<file path="src/rtl/pf_lanectrl_pause_gen.sv">
// ---------------------------------------------------------------------------
// pf_lanectrl_pause_gen
//
// Lane-control clock-pause sequencer wrapped around a delay-code update in a
// DDR PHY lane. A training/calibration requester raises UPDATE_REQ with a new
// delay code. The block then:
//   1. latches the code and raises HS_IO_CLK_PAUSE (PRE phase);
//   2. pulses DELAY_LOAD while the lane clock is paused (LOAD phase);
//   3. keeps the pause high for guard cycles (POST phase);
//   4. drops the pause, pulses UPDATE_ACK and enforces a minimum pause-low
//      gap (GAP phase) before the next request may be accepted.
//
// Ports
//   CLK              in   lane control clock, rising edge only
//   RESET            in   synchronous, active-high reset
//   UPDATE_REQ       in   level request, held until UPDATE_ACK
//   UPDATE_CODE      in   new delay code, valid while UPDATE_REQ is high
//   UPDATE_ACK       out  one-cycle pulse in the first pause-low cycle
//   BUSY             out  high whenever the sequencer is not idle
//   HS_IO_CLK_PAUSE  out  registered pause request to the pause synchroniser
//   DELAY_LOAD       out  registered load strobe to the lane delay lines
//   DELAY_CODE       out  registered delay code, changes only on acceptance
//
// Every output comes straight from a flop so the downstream synchroniser
// never sees a combinational glitch.
// ---------------------------------------------------------------------------
module pf_lanectrl_pause_gen #(
  parameter int PRE_CYCLES  = 2,
  parameter int LOAD_CYCLES = 1,
  parameter int POST_CYCLES = 3,
  parameter int GAP_CYCLES  = 2,
  parameter int CODE_WIDTH  = 8
) (
  input  logic                  CLK,
  input  logic                  RESET,
  input  logic                  UPDATE_REQ,
  input  logic [CODE_WIDTH-1:0] UPDATE_CODE,
  output logic                  UPDATE_ACK,
  output logic                  BUSY,
  output logic                  HS_IO_CLK_PAUSE,
  output logic                  DELAY_LOAD,
  output logic [CODE_WIDTH-1:0] DELAY_CODE
);

  typedef enum logic [2:0] {
    ST_IDLE = 3'd0,
    ST_PRE  = 3'd1,
    ST_LOAD = 3'd2,
    ST_POST = 3'd3,
    ST_GAP  = 3'd4
  } state_e;

  // Counter reload values: a timed state lasting N cycles is entered with
  // N-1 and exits on the cycle the counter reads zero.
  localparam logic [7:0] PRE_INIT  = 8'(PRE_CYCLES  - 1);
  localparam logic [7:0] LOAD_INIT = 8'(LOAD_CYCLES - 1);
  localparam logic [7:0] POST_INIT = 8'(POST_CYCLES - 1);
  localparam logic [7:0] GAP_INIT  = 8'(GAP_CYCLES  - 1);

  state_e                state_q, state_d;
  logic [7:0]            cnt_q, cnt_d;
  logic                  pause_q, pause_d;
  logic                  load_q, load_d;
  logic                  ack_q, ack_d;
  logic                  busy_q, busy_d;
  logic [CODE_WIDTH-1:0] code_q, code_d;
  logic                  accept_s;
  logic                  cnt_zero_s;

  assign cnt_zero_s = (cnt_q == 8'd0);

  // Next-state and next-output computation for the sequencer
  always_comb begin
    state_d  = state_q;
    cnt_d    = cnt_q;
    pause_d  = pause_q;
    load_d   = load_q;
    ack_d    = 1'b0;
    busy_d   = busy_q;
    code_d   = code_q;
    accept_s = 1'b0;

    case (state_q)
      ST_IDLE: begin
        if (UPDATE_REQ) begin
          accept_s = 1'b1;
        end else begin
          pause_d = 1'b0;
          load_d  = 1'b0;
          busy_d  = 1'b0;
        end
      end

      ST_PRE: begin
        if (cnt_zero_s) begin
          state_d = ST_LOAD;
          cnt_d   = LOAD_INIT;
          load_d  = 1'b1;
        end else begin
          cnt_d = cnt_q - 8'd1;
        end
      end

      ST_LOAD: begin
        if (cnt_zero_s) begin
          state_d = ST_POST;
          cnt_d   = POST_INIT;
          load_d  = 1'b0;
        end else begin
          cnt_d = cnt_q - 8'd1;
        end
      end

      ST_POST: begin
        if (cnt_zero_s) begin
          state_d = ST_GAP;
          cnt_d   = GAP_INIT;
          pause_d = 1'b0;
          ack_d   = 1'b1;
        end else begin
          cnt_d = cnt_q - 8'd1;
        end
      end

      ST_GAP: begin
        // The edge that closes the last gap cycle doubles as the idle sample
        // point, so a held request restarts after exactly GAP_CYCLES of
        // pause-low instead of GAP_CYCLES+1.
        if (cnt_zero_s) begin
          if (UPDATE_REQ) begin
            accept_s = 1'b1;
          end else begin
            state_d = ST_IDLE;
            cnt_d   = 8'd0;
            busy_d  = 1'b0;
          end
        end else begin
          cnt_d = cnt_q - 8'd1;
        end
      end

      default: begin
        // Unreachable encoding: fall back to a quiet idle.
        state_d = ST_IDLE;
        cnt_d   = 8'd0;
        pause_d = 1'b0;
        load_d  = 1'b0;
        busy_d  = 1'b0;
      end
    endcase

    // Acceptance: capture the code and open the pause window.
    if (accept_s) begin
      state_d = ST_PRE;
      cnt_d   = PRE_INIT;
      pause_d = 1'b1;
      load_d  = 1'b0;
      busy_d  = 1'b1;
      code_d  = UPDATE_CODE;
    end else begin
      code_d = code_q;
    end
  end

  // Sequencer state and registered outputs; RESET wins over any request
  always_ff @(posedge CLK) begin
    if (RESET) begin
      state_q <= ST_IDLE;
      cnt_q   <= 8'd0;
      pause_q <= 1'b0;
      load_q  <= 1'b0;
      ack_q   <= 1'b0;
      busy_q  <= 1'b0;
      code_q  <= '0;
    end else begin
      state_q <= state_d;
      cnt_q   <= cnt_d;
      pause_q <= pause_d;
      load_q  <= load_d;
      ack_q   <= ack_d;
      busy_q  <= busy_d;
      code_q  <= code_d;
    end
  end

  assign UPDATE_ACK      = ack_q;
  assign BUSY            = busy_q;
  assign HS_IO_CLK_PAUSE = pause_q;
  assign DELAY_LOAD      = load_q;
  assign DELAY_CODE      = code_q;

endmodule

</file>
<file path="config.mk">
export PLATFORM = sky130hd
export DESIGN_NAME = pf_lanectrl_pause_gen
export DESIGN_NICKNAME = d
export VERILOG_FILES = /design/src/rtl/pf_lanectrl_pause_gen.sv
export SDC_FILE = /design/constraint.sdc
export NUM_CORES = 1
export LEC_CHECK = 0
export ABC_AREA = 1
export CAP_MARGIN = 20
export CORE_ASPECT_RATIO = 1.75
export CORE_MARGIN = 3
export CORE_UTILIZATION = 55
export DETAILED_ROUTE_END_ITERATION = 12
export PLACE_DENSITY = 0.83
export SYNTH_ARGS = -nofsm -noshare
export SYNTH_HDL_FRONTEND = slang
export SYNTH_SLANG_ARGS = --single-unit
</file>
<file path="constraint.sdc">
create_clock -name CLK -period 3.3 [get_ports CLK]
set_input_delay 0.66 -clock CLK [delete_from_list [all_inputs] [get_ports CLK]]
set_output_delay 0.66 -clock CLK [all_outputs]
set_load 0.1 [all_outputs]
</file>
==> impl_results.md, run 1 <==
- Initial antenna violation count: 0
- #FFs+latches synth: 23
- Max transition margin: 67.5%
- Post-synth top flop: dfxtp_1
- Ys Warns: 0
- Root Buffer: clkbuf_4
- RSZ-0062 raised after global routing: no
- Die Y: 69.5 µm
- Worst Path Required: 3520 ps
- Largest net degree at the start of global routing: 14
- CTS Buf Count: 3
- Diode count: 0
- Setup Fix Bufs, Post-CTS: 0
- TritonCTS clock tree: done
- Synth area leaders: dfxtp_1 (36%), nand2_1 (14%), inv_1 (8.6%)
- I/O pin total: 23
- Post-synth net total: 203
- Maxcap violations: 0
- Clock Latency Late Sink: 320 ps
- Die Width: 42.3 µm
- IO buf count: 22
- Resize count post-CTS: 0
- Status: complete, no violations
- Cell Area, Synth: 1270 µm²
- DIE AREA: 2940 µm²
- # rows: 22
- H-tree depth: 1
- Synth top area share: 36.3%
- CP Capture Type: register
- Sequential area share after synthesis: 36.3%
- Critical path startpoint category: primary input
- Hold Buf Count CTS: 0
- Worst R2R End: DELAY_LOAD$_SDFFE_PP0P_
- Largest fanout on the critical path: 5
- WL per Instance: 12.5 µm
- HP Class: reg -> reg
- Post-Synthesis Cells: 190
- Critical Path Start: UPDATE_REQ
- Synthesis-to-layout area growth: 18.9%
- Initial DRC Count: 41
- Largest area contributor in the synthesized netlist: dfxtp_1
- Final hold viol count: 0
- First-pass GRT wire length: 5.18 mm
- Clk pin slew, worst setup/hold paths: 130 ps
- Vias in the first global route: 1,255
- Fin Hold WS: 478 ps
- Crit path DAT: 1970 ps
- Slew at the pin closest to its max-slew limit: 484 ps
- Fmax: 0.571 GHz
- Yosys cell types: 19
- Setup TNS: 0 ps
- Setup violators final: 0
- Hpwl dp: 2.37 mm
- Routability cong.: 0.896
- Post-route antenna net violation count: 0
- Global route overflow: 0
- Share of cells above drive strength 1: 14.9%
- Sink Count: 23
- Reg2reg start: cnt_q[0]$_SDFFE_PP0P_
- Initial core utilization: 59.0%
- Slew Viols, Final: 0
- R2R cell count: 9
- Post-synth ARST share: 0%
- Total GRT Usage: 21.6%
- Setup CP Type: in -> reg
- Final core utilization: 70.2%
- Detailed Route WL: 2.98 mm
- CTS Buffer Depth: 2
- Final #Nets: 229
- Fin crit period: 1750 ps
- Via count: 1,256
- Worst R2R Setup Slack: 1610 ps
- Count leader, synth: nand2_1
- DRT Pass-1 Iters: 4
- Syn Area/Cell: 6.67 µm²
- Post-synth EDFFs: 0
- CP Capture Point: DELAY_LOAD$_SDFFE_PP0P_
- # DRC: 0
- Post-synth top cells: nand2_1 (47), inv_1 (29), nor2_1 (27)
- Period Utilization, post-route: 53.1%
- Via-per-instance ratio: 5.26
- Core area: 2150 µm²
- Setup Skew: 4.31 ps
[state kept, by name, indices dropped and copies added, names as in the netlist]
name,count
DELAY_LOAD,1
cnt_q,8
UPDATE_ACK,1
BUSY,1
DELAY_CODE,8
HS_IO_CLK_PAUSE,1
state_q,3
[placed cells by master, fill, tap and decap left out, types with 2 or more instances in the layout]
cell	count
nand2_1	47
inv_1	29
nor2_1	27
dfxtp_1	23
a21oi_1	18
buf_4	13
clkdlybuf4s50_1	10
nand3_1	9
o21ai_0	9
nor2_4	5
nand2_4	4
nor3_1	4
nand2_2	3
nand4_1	3
clkbuf_4	3
inv_2	2
ha_1	2
[worst min-delay path by stage]
stage / startpoint / to / slack (ps) / depth (start not counted)
after detailed placement: DELAY_CODE[1]$_SDFFE_PP0P_ / DELAY_CODE[1]$_SDFFE_PP0P_ / 460 / 2
final: DELAY_CODE[4]$_SDFFE_PP0P_ / DELAY_CODE[4]$_SDFFE_PP0P_ / 480 / 2
after global placement: DELAY_CODE[2]$_SDFFE_PP0P_ / DELAY_CODE[2]$_SDFFE_PP0P_ / 450 / 2
after global routing: DELAY_CODE[4]$_SDFFE_PP0P_ / DELAY_CODE[4]$_SDFFE_PP0P_ / 490 / 2
after floorplan: cnt_q[1]$_SDFFE_PP0P_ / cnt_q[1]$_SDFFE_PP0P_ / 460 / 2
after CTS: DELAY_CODE[1]$_SDFFE_PP0P_ / DELAY_CODE[1]$_SDFFE_PP0P_ / 480 / 2
[layer usage]
metal | routed length, µm | vias up | track usage (%)
met3 | 102 | 11 | 2.34
met1 | 1140 | 572 | 23.1
met2 | 1640 | 29 | 39.7
met5 | 0 | - | 0
li1 | - | 644 | -
met4 | 97 | 0 | 11.1
[worst max-delay path: stages]
cell and delay (ps):
clkdlybuf4s50_1 500, inv_1 50, nor2_1 180, nand2_4 100
nand3_1 220, inv_1 100, o21ai_0 90, nor2_1 60
[through the flow]
step / cells / cell area, µm² / setup slack [ps]
after floorplan: 190 / 1270 / 1720
after global placement: 235 / 1480 / 1260
after detailed placement: 235 / 1480 / 1200
after CTS: 239 / 1510 / 1550
after global routing: 239 / 1510 / 1440
final: 239 / 1510 / 1550
[layout make-up]
| cell class | count | area, µm² |
|---|---|---|
| tap | 24 | 30.0 |
| fill | 193 | 641 |
| sequential | 23 | 460 |
| clock buffer | 4 | 26.3 |
| inverter | 31 | 116 |
| multi-input combinational | 134 | 676 |
| timing repair buffer | 23 | 198 |
[cells by family after synthesis]
kind of cell	Yosys count	share of synthesized area (%)
buffers and inverters	33	10.4
adders and majority gates	2	1.97
DFF	23	36.3
and+or+nand+nor	104	40.1
AOI/OAI and AO/OA	28	11.3
Power of run 1 is not shown: default switching activity piles up to over one toggle a cycle in this logic, so the estimate is an artifact.
==> run 2: changes to the inputs <==
--- a/config.mk
+++ b/config.mk
@@ -9,9 +9,9 @@
 export CAP_MARGIN = 20
 export CORE_ASPECT_RATIO = 1.75
 export CORE_MARGIN = 3
-export CORE_UTILIZATION = 55
+export CORE_UTILIZATION = 51
 export DETAILED_ROUTE_END_ITERATION = 12
-export PLACE_DENSITY = 0.83
+export PLACE_DENSITY = 0.78
 export SYNTH_ARGS = -nofsm -noshare
 export SYNTH_HDL_FRONTEND = slang
 export SYNTH_SLANG_ARGS = --single-unit
==> constraint.sdc (replaced) <==
create_clock -name CLK -period 1.7 [get_ports CLK]
set_input_delay 0.34 -clock CLK [delete_from_list [all_inputs] [get_ports CLK]]
set_output_delay 0.34 -clock CLK [all_outputs]
set_load 0.1 [all_outputs]
==> impl_results.md, run 2 (synthesized netlist as in run 1, its figures left out) <==
- Status: complete, no violations
- Hpwl dp: 2.50 mm (+5.5%)
- Final hold viol count: 0 (unchanged)
- Worst Path Buf+Inv: 1 (-2)
- Root Buffer: clkbuf_8
- Slew at the pin closest to its max-slew limit: 422 ps (-62.4 ps)
- Slowest CP cell: dfxtp_1
- Die Y: 71.9 µm (+3.5%)
- Clock Latency Late Sink: 270 ps (-50 ps)
- Vias in the first global route: 1,360 (+8.4%)
- Routability cong.: 0.863 (-3.6%)
- Area of placed instances: 1660 µm² (+12%)
- Setup CP Type: reg -> reg
- DRT Pass-1 Iters: 6 (+2)
- Fin crit period: 1530 ps
- Final #Nets: 234 (+2.2%)
- I/O pin total: 23 (unchanged)
- Worst Path Required: 1910 ps (-1610 ps)
- Sink Count: 23 (unchanged)
- First-pass GRT wire length: 5.67 mm (+9.6%)
- HP Class: reg -> reg
- Max transition margin: 71.6% (+4.2 points)
- DIE AREA: 3140 µm² (+6.9%)
- Detailed Route WL: 3.30 mm (+11%)
- M1 WL: 1.23 mm (+8.2%)
- Fin cells: 245 (+2.5%)
- Largest stage delay, worst path: 330 ps (-170 ps)
- CTS Buffer Depth: 2 (unchanged)
- # rows: 23 (+4.5%)
- Global route overflow: 0 (unchanged)
- Slew Viols, Final: 0 (unchanged)
- Placed cell count: 238 (+1.3%)
- Total GRT Usage: 23.5% (+1.8 points)
- Clk pin slew, worst setup/hold paths: 80 ps (-50 ps)
- Diode count: 0 (unchanged)
- WL per Instance: 13.5 µm (+8.0%)
- Final Cell Area: 1740 µm² (+15%)
- Routed length on met3: 123 µm (+21%)
- Initial DRC Count: 37 (-9.8%)
- Largest net degree at the start of global routing: 14 (unchanged)
- Most frequent cells in the layout: nand2_1 (47), inv_1 (28), nor2_1 (27)
- Fmax: 0.652 GHz
- Largest fanout on the critical path: 8 (+3)
- TritonCTS clock tree: done
- Post-route antenna net violation count: 0 (unchanged)
- Hold Buf Count CTS: 0 (unchanged)
- IO buf count: 22 (unchanged)
- Share of cells above drive strength 1: 18.2% (+3.3 points)
- H-tree depth: 1 (unchanged)
- Cell Chain, Critical Path: inv_2 > ha_1 > nand2_2 > nor2_8 > nand2_4 > nand2_4 > nor2_4 > nor2_4 > nand2_1 > nor2_1
- Setup TNS: 0 ps (unchanged)
- Critical path startpoint category: register
- Met2 wire length: 1.85 mm (+13%)
- Via-per-instance ratio: 5.30 (+0.89%)
- Maxcap violations: 0 (unchanged)
- Synthesis-to-layout area growth: 36.9%
- Crit path DAT: 1750 ps (-220 ps)
- Fin Hold WS: 482 ps (+4.63 ps)
- Die Width: 43.7 µm (+3.3%)
- Setup violators final: 0 (unchanged)
- Core area: 2330 µm² (+8.6%)
- Initial antenna violation count: 0 (unchanged)
- Most common cell after layout, fill and taps aside: nand2_1
- RSZ-0062 raised after global routing: no
- Via count: 1,299 (+3.4%)
- # DRC: 0 (unchanged)
- Initial core utilization: 54.4% (-4.7 points)
- Period Utilization, post-route: 90.2%
- CTS Buf Count: 3 (unchanged)
- Top Family by Delay on Critical Path: simple AND/OR/NAND/NOR gates
- CP Capture Type: register
- FILL cells: 185 (-4.1%)
- Setup Skew: 1.31 ps (-3.00 ps)
- Highest routed layer: met4
-- run 2: changes by cell type in the layout (fill, tap and decap cells not counted) --
cell,change
inv_4,+1
nand3_2,+1
nand3_1,-1
clkinv_2,+1
inv_1,-1
clkbuf_8,+3
clkbuf_1,-1
buf_12,+13
clkbuf_4,-3
buf_4,-8
-- run 2: final cells by class --
class                           count  area (µm²)  area share, %
Multi-Input combinational cell    134         681           39.2
Sequential cell                    23         460           26.5
Timing Repair Buffer               28         398           22.9
Inverter                           31         119           6.85
Clock buffer                        3        41.3           2.38
Tap cell                           25        31.3           1.80
Clock inverter                      1        5.00          0.288
-- run 2: worst reg2reg max path, stage by stage (launching register included) --
cell	delay [ps]
dfxtp_1	330
inv_2	100
ha_1	190
nand2_2	100
nor2_8	170
nand2_4	110
nand2_4	130
nor2_4	60
nor2_4	130
nand2_1	70
nor2_1	90
-- run 2: final timing paths --
| check | to | depth (start not counted) | startpoint | slack (ps) |
|---|---|---|---|---|
| hold / removal | cnt_q[1]$_SDFFE_PP0P_ | 2 | cnt_q[1]$_SDFFE_PP0P_ | 480 |
| setup reg to reg | cnt_q[5]$_SDFFE_PP0P_ | 10 | cnt_q[0]$_SDFFE_PP0P_ | 170 |
| hold reg to reg | cnt_q[1]$_SDFFE_PP0P_ | 2 | cnt_q[1]$_SDFFE_PP0P_ | 480 |
| setup / recovery | cnt_q[5]$_SDFFE_PP0P_ | 10 | cnt_q[0]$_SDFFE_PP0P_ | 170 |
-- run 2: repair_timing --
| action | CTS | global route |
|---|---|---|
| buffers inserted | 0 | 3 |
| setup endpoints to repair | 0 | 11 |
| resized for setup | 0 | 3 |
-- run 2: layer usage --
| metal | global-route usage, % | up-vias |
|---|---|---|
| li1 | - | 648 |
| met1 | 24.2 | 605 |
| met2 | 42.2 | 35 |
| met3 | 4.22 | 11 |
| met4 | 13.4 | 0 |
| met5 | 0 | - |
-- run 2: stage by stage --
| step | utilization (%) | setup slack (ps) |
|---|---|---|
| after floorplan | - | 238 |
| after global placement | 71.2 | -8.46 |
| after detailed placement | 71.2 | -31.0 |
| after CTS | 73.2 | 36.4 |
| after global routing | 74.4 | 29.9 |
| final | 74.4 | 167 |
Power of run 2 is left out for the same reason.
